## src/rtl/hamming_pkg.sv

```systemverilog
// Shared Hamming helpers for the SECDED encoder/decoder: code sizes, syndrome masks and
// packing/unpacking of data bits at the non-power-of-two codeword positions.
package hamming_pkg;

    localparam int unsigned CW_MAX = 64;
    localparam int unsigned IDX_W  = 6;

    function automatic int unsigned hamming_n(input int unsigned r);
        return (32'd1 << r) - 32'd1;
    endfunction

    function automatic int unsigned hamming_k(input int unsigned r);
        return hamming_n(r) - r;
    endfunction

    function automatic logic is_pow2(input int unsigned pos);
        return (pos != 32'd0) && ((pos & (pos - 32'd1)) == 32'd0);
    endfunction

    // Bit (pos-1) set for every position pos <= n whose index has bit j set.
    function automatic logic [CW_MAX-1:0] syndrome_mask(input int unsigned j, input int unsigned n);
        logic [CW_MAX-1:0] m;
        m = '0;
        for (int unsigned pos = 1; pos <= CW_MAX; pos++) begin
            if (pos <= n && ((pos >> j) & 32'd1) != 32'd0) begin
                m[IDX_W'(pos - 32'd1)] = 1'b1;
            end
        end
        return m;
    endfunction

    function automatic logic [CW_MAX-1:0] extract_data(input logic [CW_MAX-1:0] cw,
                                                       input int unsigned n);
        logic [CW_MAX-1:0] d;
        int unsigned       k;
        d = '0;
        k = 0;
        for (int unsigned pos = 1; pos <= CW_MAX; pos++) begin
            if (pos <= n && !is_pow2(pos)) begin
                d[IDX_W'(k)] = cw[IDX_W'(pos - 32'd1)];
                k++;
            end
        end
        return d;
    endfunction

    function automatic logic [CW_MAX-1:0] insert_data(input logic [CW_MAX-1:0] d,
                                                      input int unsigned n);
        logic [CW_MAX-1:0] cw;
        int unsigned       k;
        cw = '0;
        k  = 0;
        for (int unsigned pos = 1; pos <= CW_MAX; pos++) begin
            if (pos <= n && !is_pow2(pos)) begin
                cw[IDX_W'(pos - 32'd1)] = d[IDX_W'(k)];
                k++;
            end
        end
        return cw;
    endfunction

endpackage

```

## src/rtl/hamming_syndrome.sv

```systemverilog
// Combinational Hamming syndrome and overall-parity generator.
module hamming_syndrome
    import hamming_pkg::*;
#(
    parameter int unsigned R = 3
) (
    input  logic [hamming_n(R)-1:0] in,
    input  logic                    in_parity,
    output logic [R-1:0]            syndrome_c,
    output logic                    parity_c
);

    localparam int unsigned N = hamming_n(R);

    for (genvar j = 0; j < R; j++) begin : g_syn
        localparam logic [CW_MAX-1:0] MASK = syndrome_mask(j, N);
        assign syndrome_c[j] = ^(in & MASK[N-1:0]);
    end

    assign parity_c = ^{in, in_parity};

endmodule

```

## src/rtl/hamming_secded_pipe_decoder.sv

```systemverilog
// Two-stage pipelined SECDED decoder with valid/ready handshake and saturating
// single/double error counters.
module hamming_secded_pipe_decoder
    import hamming_pkg::*;
#(
    parameter int unsigned R       = 3,
    parameter int unsigned COUNT_W = 16
) (
    input  logic                    clk,
    input  logic                    reset,
    input  logic [hamming_n(R)-1:0] in,
    input  logic                    in_parity,
    input  logic                    in_valid,
    output logic                    in_ready,
    input  logic                    correct_en,
    output logic [hamming_k(R)-1:0] out,
    output logic                    error_1bit,
    output logic                    error_2bit,
    output logic [R-1:0]            syndrome,
    output logic                    out_valid,
    input  logic                    out_ready,
    input  logic                    cnt_clear,
    output logic [COUNT_W-1:0]      cnt_1bit,
    output logic [COUNT_W-1:0]      cnt_2bit
);

    localparam int unsigned        N       = hamming_n(R);
    localparam int unsigned        K       = hamming_k(R);
    localparam logic [COUNT_W-1:0] CNT_MAX = '1;

    logic              en_c, hs_c;
    logic [R-1:0]      syn_c;
    logic              par_c;
    logic [N-1:0]      fixed_c;
    logic [CW_MAX-1:0] data_ext_c;

    logic               s1_valid_q, s1_valid_d;
    logic [N-1:0]       s1_cw_q, s1_cw_d;
    logic [R-1:0]       s1_syn_q, s1_syn_d;
    logic               s1_par_q, s1_par_d;
    logic               s1_cen_q, s1_cen_d;
    logic               out_valid_q, out_valid_d;
    logic [K-1:0]       out_q, out_d;
    logic               err1_q, err1_d;
    logic               err2_q, err2_d;
    logic [R-1:0]       syn_q, syn_d;
    logic [COUNT_W-1:0] cnt1_q, cnt1_d;
    logic [COUNT_W-1:0] cnt2_q, cnt2_d;

    hamming_syndrome #(.R(R)) u_syn (
        .in         (in),
        .in_parity  (in_parity),
        .syndrome_c (syn_c),
        .parity_c   (par_c)
    );

    assign en_c     = ~out_valid_q | out_ready;
    assign hs_c     = out_valid_q & out_ready;
    assign in_ready = en_c;

    always_comb begin
        s1_valid_d  = s1_valid_q;
        s1_cw_d     = s1_cw_q;
        s1_syn_d    = s1_syn_q;
        s1_par_d    = s1_par_q;
        s1_cen_d    = s1_cen_q;
        out_valid_d = out_valid_q;
        out_d       = out_q;
        err1_d      = err1_q;
        err2_d      = err2_q;
        syn_d       = syn_q;
        cnt1_d      = cnt1_q;
        cnt2_d      = cnt2_q;

        // Flip the addressed position only for a correctable error with correction enabled.
        fixed_c = s1_cw_q;
        if (s1_syn_q != '0 && s1_par_q && s1_cen_q) begin
            fixed_c = s1_cw_q ^ (N'(1) << (s1_syn_q - R'(1)));
        end
        data_ext_c = extract_data(CW_MAX'(fixed_c), N);

        if (en_c) begin
            s1_valid_d  = in_valid;
            s1_cw_d     = in;
            s1_syn_d    = syn_c;
            s1_par_d    = par_c;
            s1_cen_d    = correct_en;
            out_valid_d = s1_valid_q;
            out_d       = data_ext_c[K-1:0];
            err1_d      = s1_par_q;
            err2_d      = (s1_syn_q != '0) && !s1_par_q;
            syn_d       = s1_syn_q;
        end

        // Clear takes priority over a same-cycle increment.
        if (cnt_clear) begin
            cnt1_d = '0;
            cnt2_d = '0;
        end else begin
            if (hs_c && err1_q && cnt1_q != CNT_MAX) cnt1_d = cnt1_q + COUNT_W'(1);
            if (hs_c && err2_q && cnt2_q != CNT_MAX) cnt2_d = cnt2_q + COUNT_W'(1);
        end
    end

    always_ff @(posedge clk) begin
        if (reset) begin
            s1_valid_q  <= 1'b0;
            s1_cw_q     <= '0;
            s1_syn_q    <= '0;
            s1_par_q    <= 1'b0;
            s1_cen_q    <= 1'b0;
            out_valid_q <= 1'b0;
            out_q       <= '0;
            err1_q      <= 1'b0;
            err2_q      <= 1'b0;
            syn_q       <= '0;
            cnt1_q      <= '0;
            cnt2_q      <= '0;
        end else begin
            s1_valid_q  <= s1_valid_d;
            s1_cw_q     <= s1_cw_d;
            s1_syn_q    <= s1_syn_d;
            s1_par_q    <= s1_par_d;
            s1_cen_q    <= s1_cen_d;
            out_valid_q <= out_valid_d;
            out_q       <= out_d;
            err1_q      <= err1_d;
            err2_q      <= err2_d;
            syn_q       <= syn_d;
            cnt1_q      <= cnt1_d;
            cnt2_q      <= cnt2_d;
        end
    end

    assign out        = out_q;
    assign error_1bit = err1_q;
    assign error_2bit = err2_q;
    assign syndrome   = syn_q;
    assign out_valid  = out_valid_q;
    assign cnt_1bit   = cnt1_q;
    assign cnt_2bit   = cnt2_q;

endmodule
```

## config.mk

```make
export PLATFORM = sky130hd
export DESIGN_NAME = hamming_secded_pipe_decoder
export DESIGN_NICKNAME = d
export VERILOG_FILES = /design/src/rtl/hamming_pkg.sv /design/src/rtl/hamming_syndrome.sv /design/src/rtl/hamming_secded_pipe_decoder.sv
export SDC_FILE = /design/constraint.sdc
export NUM_CORES = 1
export LEC_CHECK = 0
export CORE_ASPECT_RATIO = 1.75
export CORE_MARGIN = 5
export CORE_UTILIZATION = 45
export DETAILED_ROUTE_END_ITERATION = 8
export PLACE_DENSITY = 0.76
export SYNTH_ARGS = -nofsm -noshare
export SYNTH_HDL_FRONTEND = slang
export SYNTH_HIERARCHICAL = 1
export SYNTH_SLANG_ARGS = --single-unit
export TNS_END_PERCENT = 20
```

## constraint.sdc

```tcl
create_clock -name clk -period 1.85 [get_ports clk]
set_input_delay 0.37 -clock clk [delete_from_list [all_inputs] [get_ports clk]]
set_output_delay 0.37 -clock clk [all_outputs]
set_load 0.01 [all_outputs]
```

Word level (Yosys, flattened, before mapping)
Cells that the tools add are included.
{"block": "totals", "reg_bits": 55, "in_bits": 14, "out_inout_bits": 43, "wordCells": 37}
{"block": "classes", "addsub": 3, "eq_ne": 2, "shift": 1, "muxes": 1, "n_bitwise": 4, "reduce_logical": 14}
{"operator": "adder 16 x 1 -> 16 bit (second input constant)", "count": 2}
{"operator": "!= test 16 bit (second input constant)", "count": 2}
{"operator": "XOR reduction 7 bit", "count": 3}
{"operator": "XOR reduction 8 bit", "count": 1}
{"operator": "logical AND 1 bit", "count": 7}
{"operator": "two-way mux 7 bit", "count": 1}
{"operator": "left shift 1 x 3 -> 7 bit (first input constant)", "count": 1}
{"operator": "XOR 7 bit", "count": 1}
{"operator": "nonzero test 3 bit", "count": 1}
{"operator": "subtractor 3 x 1 -> 3 bit (second input constant)", "count": 1}
{"operator": "OR reduction 2 bit", "count": 1}
{"operator": "bitwise AND 1 bit", "count": 1}
{"operator": "zero test 1 bit", "count": 1}
{"operator": "inverter 1 bit", "count": 1}
{"operator": "bitwise OR 1 bit", "count": 1}

Logic depth before layout (Yosys ltp)
{"block": "logic_depth", "word_depth": 4, "depth_mapped": 7, "mapped_depth_nobuf": 5}

Modules after synthesis
The synthesis kept the hierarchy.
{"module": "hamming_secded_pipe_decoder", "instances": 1, "cells_per_inst": 298, "area_per_inst_um2": 2421.1}
{"module": "hamming_syndrome", "instances": 1, "cells_per_inst": 11, "area_per_inst_um2": 103.8}

Least setup slack after synthesis
No wires, ideal clock.
{"block": "synth_path", "path_kind": "reg-to-reg", "from": "register cnt2_q[0], in the netlist cnt_2bit[0]", "to": "register cnt2_q[13], in the netlist cnt_2bit[13]", "setup_ps": 72, "arrival_time_ps": 1819, "required_time_ps": 1778, "setup_slack_ps": -41, "stages_incl_launch_ff": 8, "n_path_buf": 2, "synth_period_minus_slack_ps": 1891, "path_cell_list": "dfxtp_1 ha_1 and4_1 and4_1 clkbuf_1 clkbuf_1 nor4_1 mux2i_1"}
{"block": "synth_between", "elab_chain_cells": 2, "word_cells_on_any_way": 3, "classes_between": "add/sub (1); eq/ne (1); reduce/logical (1)"}
{"element": "start: declaration", "line_no": "hamming_secded_pipe_decoder.sv:48", "text": "logic [COUNT_W-1:0] cnt2_q, cnt2_d;"}
{"element": "start signal: assignment", "line_no": "hamming_secded_pipe_decoder.sv:131", "text": "cnt2_q <= cnt2_d;"}
{"element": "branches (longest 2 deep; another with adder 16 x 1 -> 16 bit)"}
Several ways; the timed one is not identified.
A chain may end at the register's enable or synchronous reset.

Final worst setup path
{"block": "layout_path", "from": "input out_ready", "to": "register cnt1_q[13], in the netlist cnt_1bit[13]"}
{"block": "layout_between", "elab_chain_cells": 3}
{"element": "start: declaration", "line_no": "hamming_secded_pipe_decoder.sv:21", "text": "input logic out_ready,"}
{"element": "bitwise AND 1 bit", "line_no": "hamming_secded_pipe_decoder.sv:58", "text": "assign hs_c = out_valid_q & out_ready;"}
{"element": "logical AND 1 bit (2 in series)", "line_no": "hamming_secded_pipe_decoder.sv:100", "text": "if (hs_c && err1_q && cnt1_q != CNT_MAX) cnt1_d = cnt1_q + COUNT_W'(1);"}
{"element": "end signal: assignment", "line_no": "hamming_secded_pipe_decoder.sv:130", "text": "cnt1_q <= cnt1_d;"}
{"element": "end: declaration", "line_no": "hamming_secded_pipe_decoder.sv:47", "text": "logic [COUNT_W-1:0] cnt1_q, cnt1_d;"}
Every way passes these cells.

==> flow_metrics.tcl <==
set metrics [dict create \
    yosysSeqAreaShare_pct 41.2 \
    cp-startpoint "out_ready" \
    drc_errors 0 \
    yosysUniqueCellTypes 41 \
    slew_violations 0 \
    use_met3_pct 4.02 \
    diodes 0 \
    io_buffer_count 56 \
    synthCells 309 \
    peakVddDrop_uv 418 \
    synth_top_family_by_area "simple AND/OR/NAND/NOR gates" \
    cts_max_level 2 \
    relSlewSlack_pct 71.7 \
    cts_setup_buffers 0 \
    clk_latency_ns 0.31 \
    utilization_pct 66.2 \
    dp_hpwl_mm 5.23 \
    start_util_pct 45.9 \
    busiest_layer "met2" \
    max_freq_mhz 556 \
    arrival_ns 2.04 \
    synth.area.mux_share_pct 1.19 \
    layout_commonest_cell "clkdlybuf4s50_1" \
    synthesis.area_um2 2520 \
    worstHoldPathType "register to register" \
    finalClockSkew_ns 0.00699 \
    cts.clk_slew.worst_paths_ns 0.09 \
    ys_seq_elements 52 \
    via_per_inst 5.55 \
    antenna_found_initial 0 \
    rsz0062_at_grt "yes" \
    min-delay-start "syndrome[2]$_SDFFE_PP0P_" \
    crit_fanout 4 \
    hold_viol_final 0 \
    grt_pass1_vias 2633 \
    start_kind "input pin" \
    synth-compound-area-share_pct 18.1 \
    p_leak_uw 0.00126 \
    rrSetupSlack_ns 0.06 \
    final.period_utilization_pct 97.2 \
    powerDensity_nw_per_um2 588 \
    tightest_slew_ns 0.424 \
    setup_viol 0 \
    yosysTopAreaCellShare_pct 41.2 \
    firstDrtPassIters 4 \
    synth_top_area_cell "dfxtp_1" \
    gp_congestion 0.830 \
    syn_to_final_growth_pct 44.2 \
    die_w_um 66.6 \
    ios 57 \
    seq_area_um2 1040 \
    cts_buffer_depth 2 \
    syn-num-nets 325 \
    drive_above_1_share_pct 18.2 \
    period_minus_slack_ns 1.80 \
    die_y_um 109 \
    numCtsBuffers 5 \
    cts_tree "built" \
    clockRootBuffer "clkbuf_8" \
    num-fill-cells 477 \
    cts.sinks 52 \
    crit_required_ns 2.09 \
    synthAdderAreaFrac_pct 0.991 \
    total_power_uw 2140 \
    crit_chain "clkdlybuf4s50_1 > nand3_1 > or4_4 > or4_1 > a21oi_1" \
    multiInputGateArea_um2 1460 \
    syn_area_per_cell_um2 8.17 \
    grt_overflow_total 0 \
    layout.nets 423 \
    status "complete, no violations" \
    dr_total_vias 2680 \
    maxCapViolCount 0 \
    wl_per_cell_um 14.2 \
    r2r_start "cnt_1bit[5]$_SDFFE_PP0P_" \
    yosys.area_share.simple_pct 30.0 \
    synth.area.top_cells "dfxtp_1, a21oi_1, nand2_1" \
    end_kind "register" \
    use_met1_pct 20.2 \
    crit_path_max_incr_delay_ns 0.51 \
    ys_warn_count 6 \
    drtIter0Drc 191 \
    die-area_um2 7270 \
    postRouteAntennaNets 0 \
    grt.met2_usage_pct 37.8 \
    grt_first_pass_wirelength_mm 11.4 \
    grt_max_degree 23 \
    layout_common_cells "clkdlybuf4s50_1, dfxtp_1, buf_4" \
    path_class "input pin to register" \
    totalWireLength_mm 6.88 \
    num_rows 36 \
    grtUsageTotal_pct 19.9 \
    core_um2 5500 \
    worst_path_max_delay_cell "or4_1" \
    synth_xor_area_share_pct 5.15 \
]
[worst max-delay path: cells and delay by family]
family	cells	cell delay (ns)
and+or+nand+nor	3	1.05
AOI/OAI and AO/OA	1	0.15
buffers and inverters	1	0.47
[cells in the mapped netlist]
master / n
a21oi_1: 38
xor2_1: 2
nor2_1: 14
or4_1: 11
nand4_1: 9
o31ai_1: 12
buf_4: 1
nor3_1: 6
and3_1: 4
nand2b_1: 1
dfxtp_1: 52
nand2_1: 46
or4_4: 1
or4_2: 1
a31oi_1: 3
o21ai_0: 13
or2_2: 2
a41o_1: 1
and4_1: 4
nand3_1: 16
a311oi_1: 1
o21bai_1: 1
xor2_2: 1
dlygate4sd1_1: 1
and2_1: 1
or3_1: 13
mux2i_1: 3
ha_1: 2
nor3b_1: 3
o311ai_0: 2
or3b_2: 1
o311a_1: 1
nor2b_1: 1
nand4_4: 1
inv_1: 6
clkbuf_1: 12
nor4_1: 5
o41ai_1: 2
or2_1: 1
a211oi_1: 3
xnor2_1: 11
[flip-flops by register name, summed over array words and instances (netlist names)]
name,flops
error_1bit,1
cnt_1bit,16
cnt_2bit,16
out_valid,1
s1_par_q,1
s1_valid_q,1
s1_cen_q,1
out,4
syndrome,3
s1_cw_q,4
error_2bit,1
s1_syn_q,3
[routing by layer]
metal / up-vias / wire (um)
met5: - / 0
met3: 13 / 289
met1: 1266 / 2550
met2: 66 / 3890
li1: 1335 / -
met4: 0 / 147
[power by group]
group | internal (uW) | switching [uW] | leakage (uW)
Combinational | 134 | 120 | 0.000784
Sequential | 1160 | 37.6 | 0.000423
Clock | 334 | 357 | 0.0000503
Total | 1630 | 514 | 0.00126
[kinds of logic after synthesis]
logic type	after synthesis
mux	3
buf+inv	20
flops	52
compound gates	77
xor+xnor	14
fa+ha+maj	2
simple gates	141
[area by class of cell]
cell class	instances	area share (%)
clock buffer	7	2.65
inverter	6	0.619
multi-input combinational	237	40.0
sequential	52	28.6
tap	76	2.61
timing repair buffer	105	25.5
[path summary, 6_finish.rpt]
kind / to / depth (start not counted)
max reg2reg: cnt_1bit[13]$_SDFFE_PP0P_ / 4
max: cnt_1bit[13]$_SDFFE_PP0P_ / 5
min: syndrome[2]$_SDFFE_PP0P_ / 2
min reg2reg: syndrome[2]$_SDFFE_PP0P_ / 2
[stage by stage]
step / instances / hold WS, ns / TNS, ns / setup slack (ns) / cell area (um^2)
floorplan: 309 / 0.432 / -0.0330 / -0.0330 / 2540
global placement: 476 / 0.442 / -3.37 / -0.315 / 3500
detailed placement: 476 / 0.449 / -3.96 / -0.327 / 3500
CTS: 483 / 0.465 / 0 / 0.0288 / 3590
global route: 483 / 0.489 / -0.0738 / -0.0229 / 3640
finish: 483 / 0.461 / 0 / 0.0526 / 3640
[what timing repair did]
item,CTS,global route
hold buffers,0,0
gates resized for setup,1,15
pin swaps,1,2
setup endpoints to repair,2,19
Power figures use the tool's default switching activity.
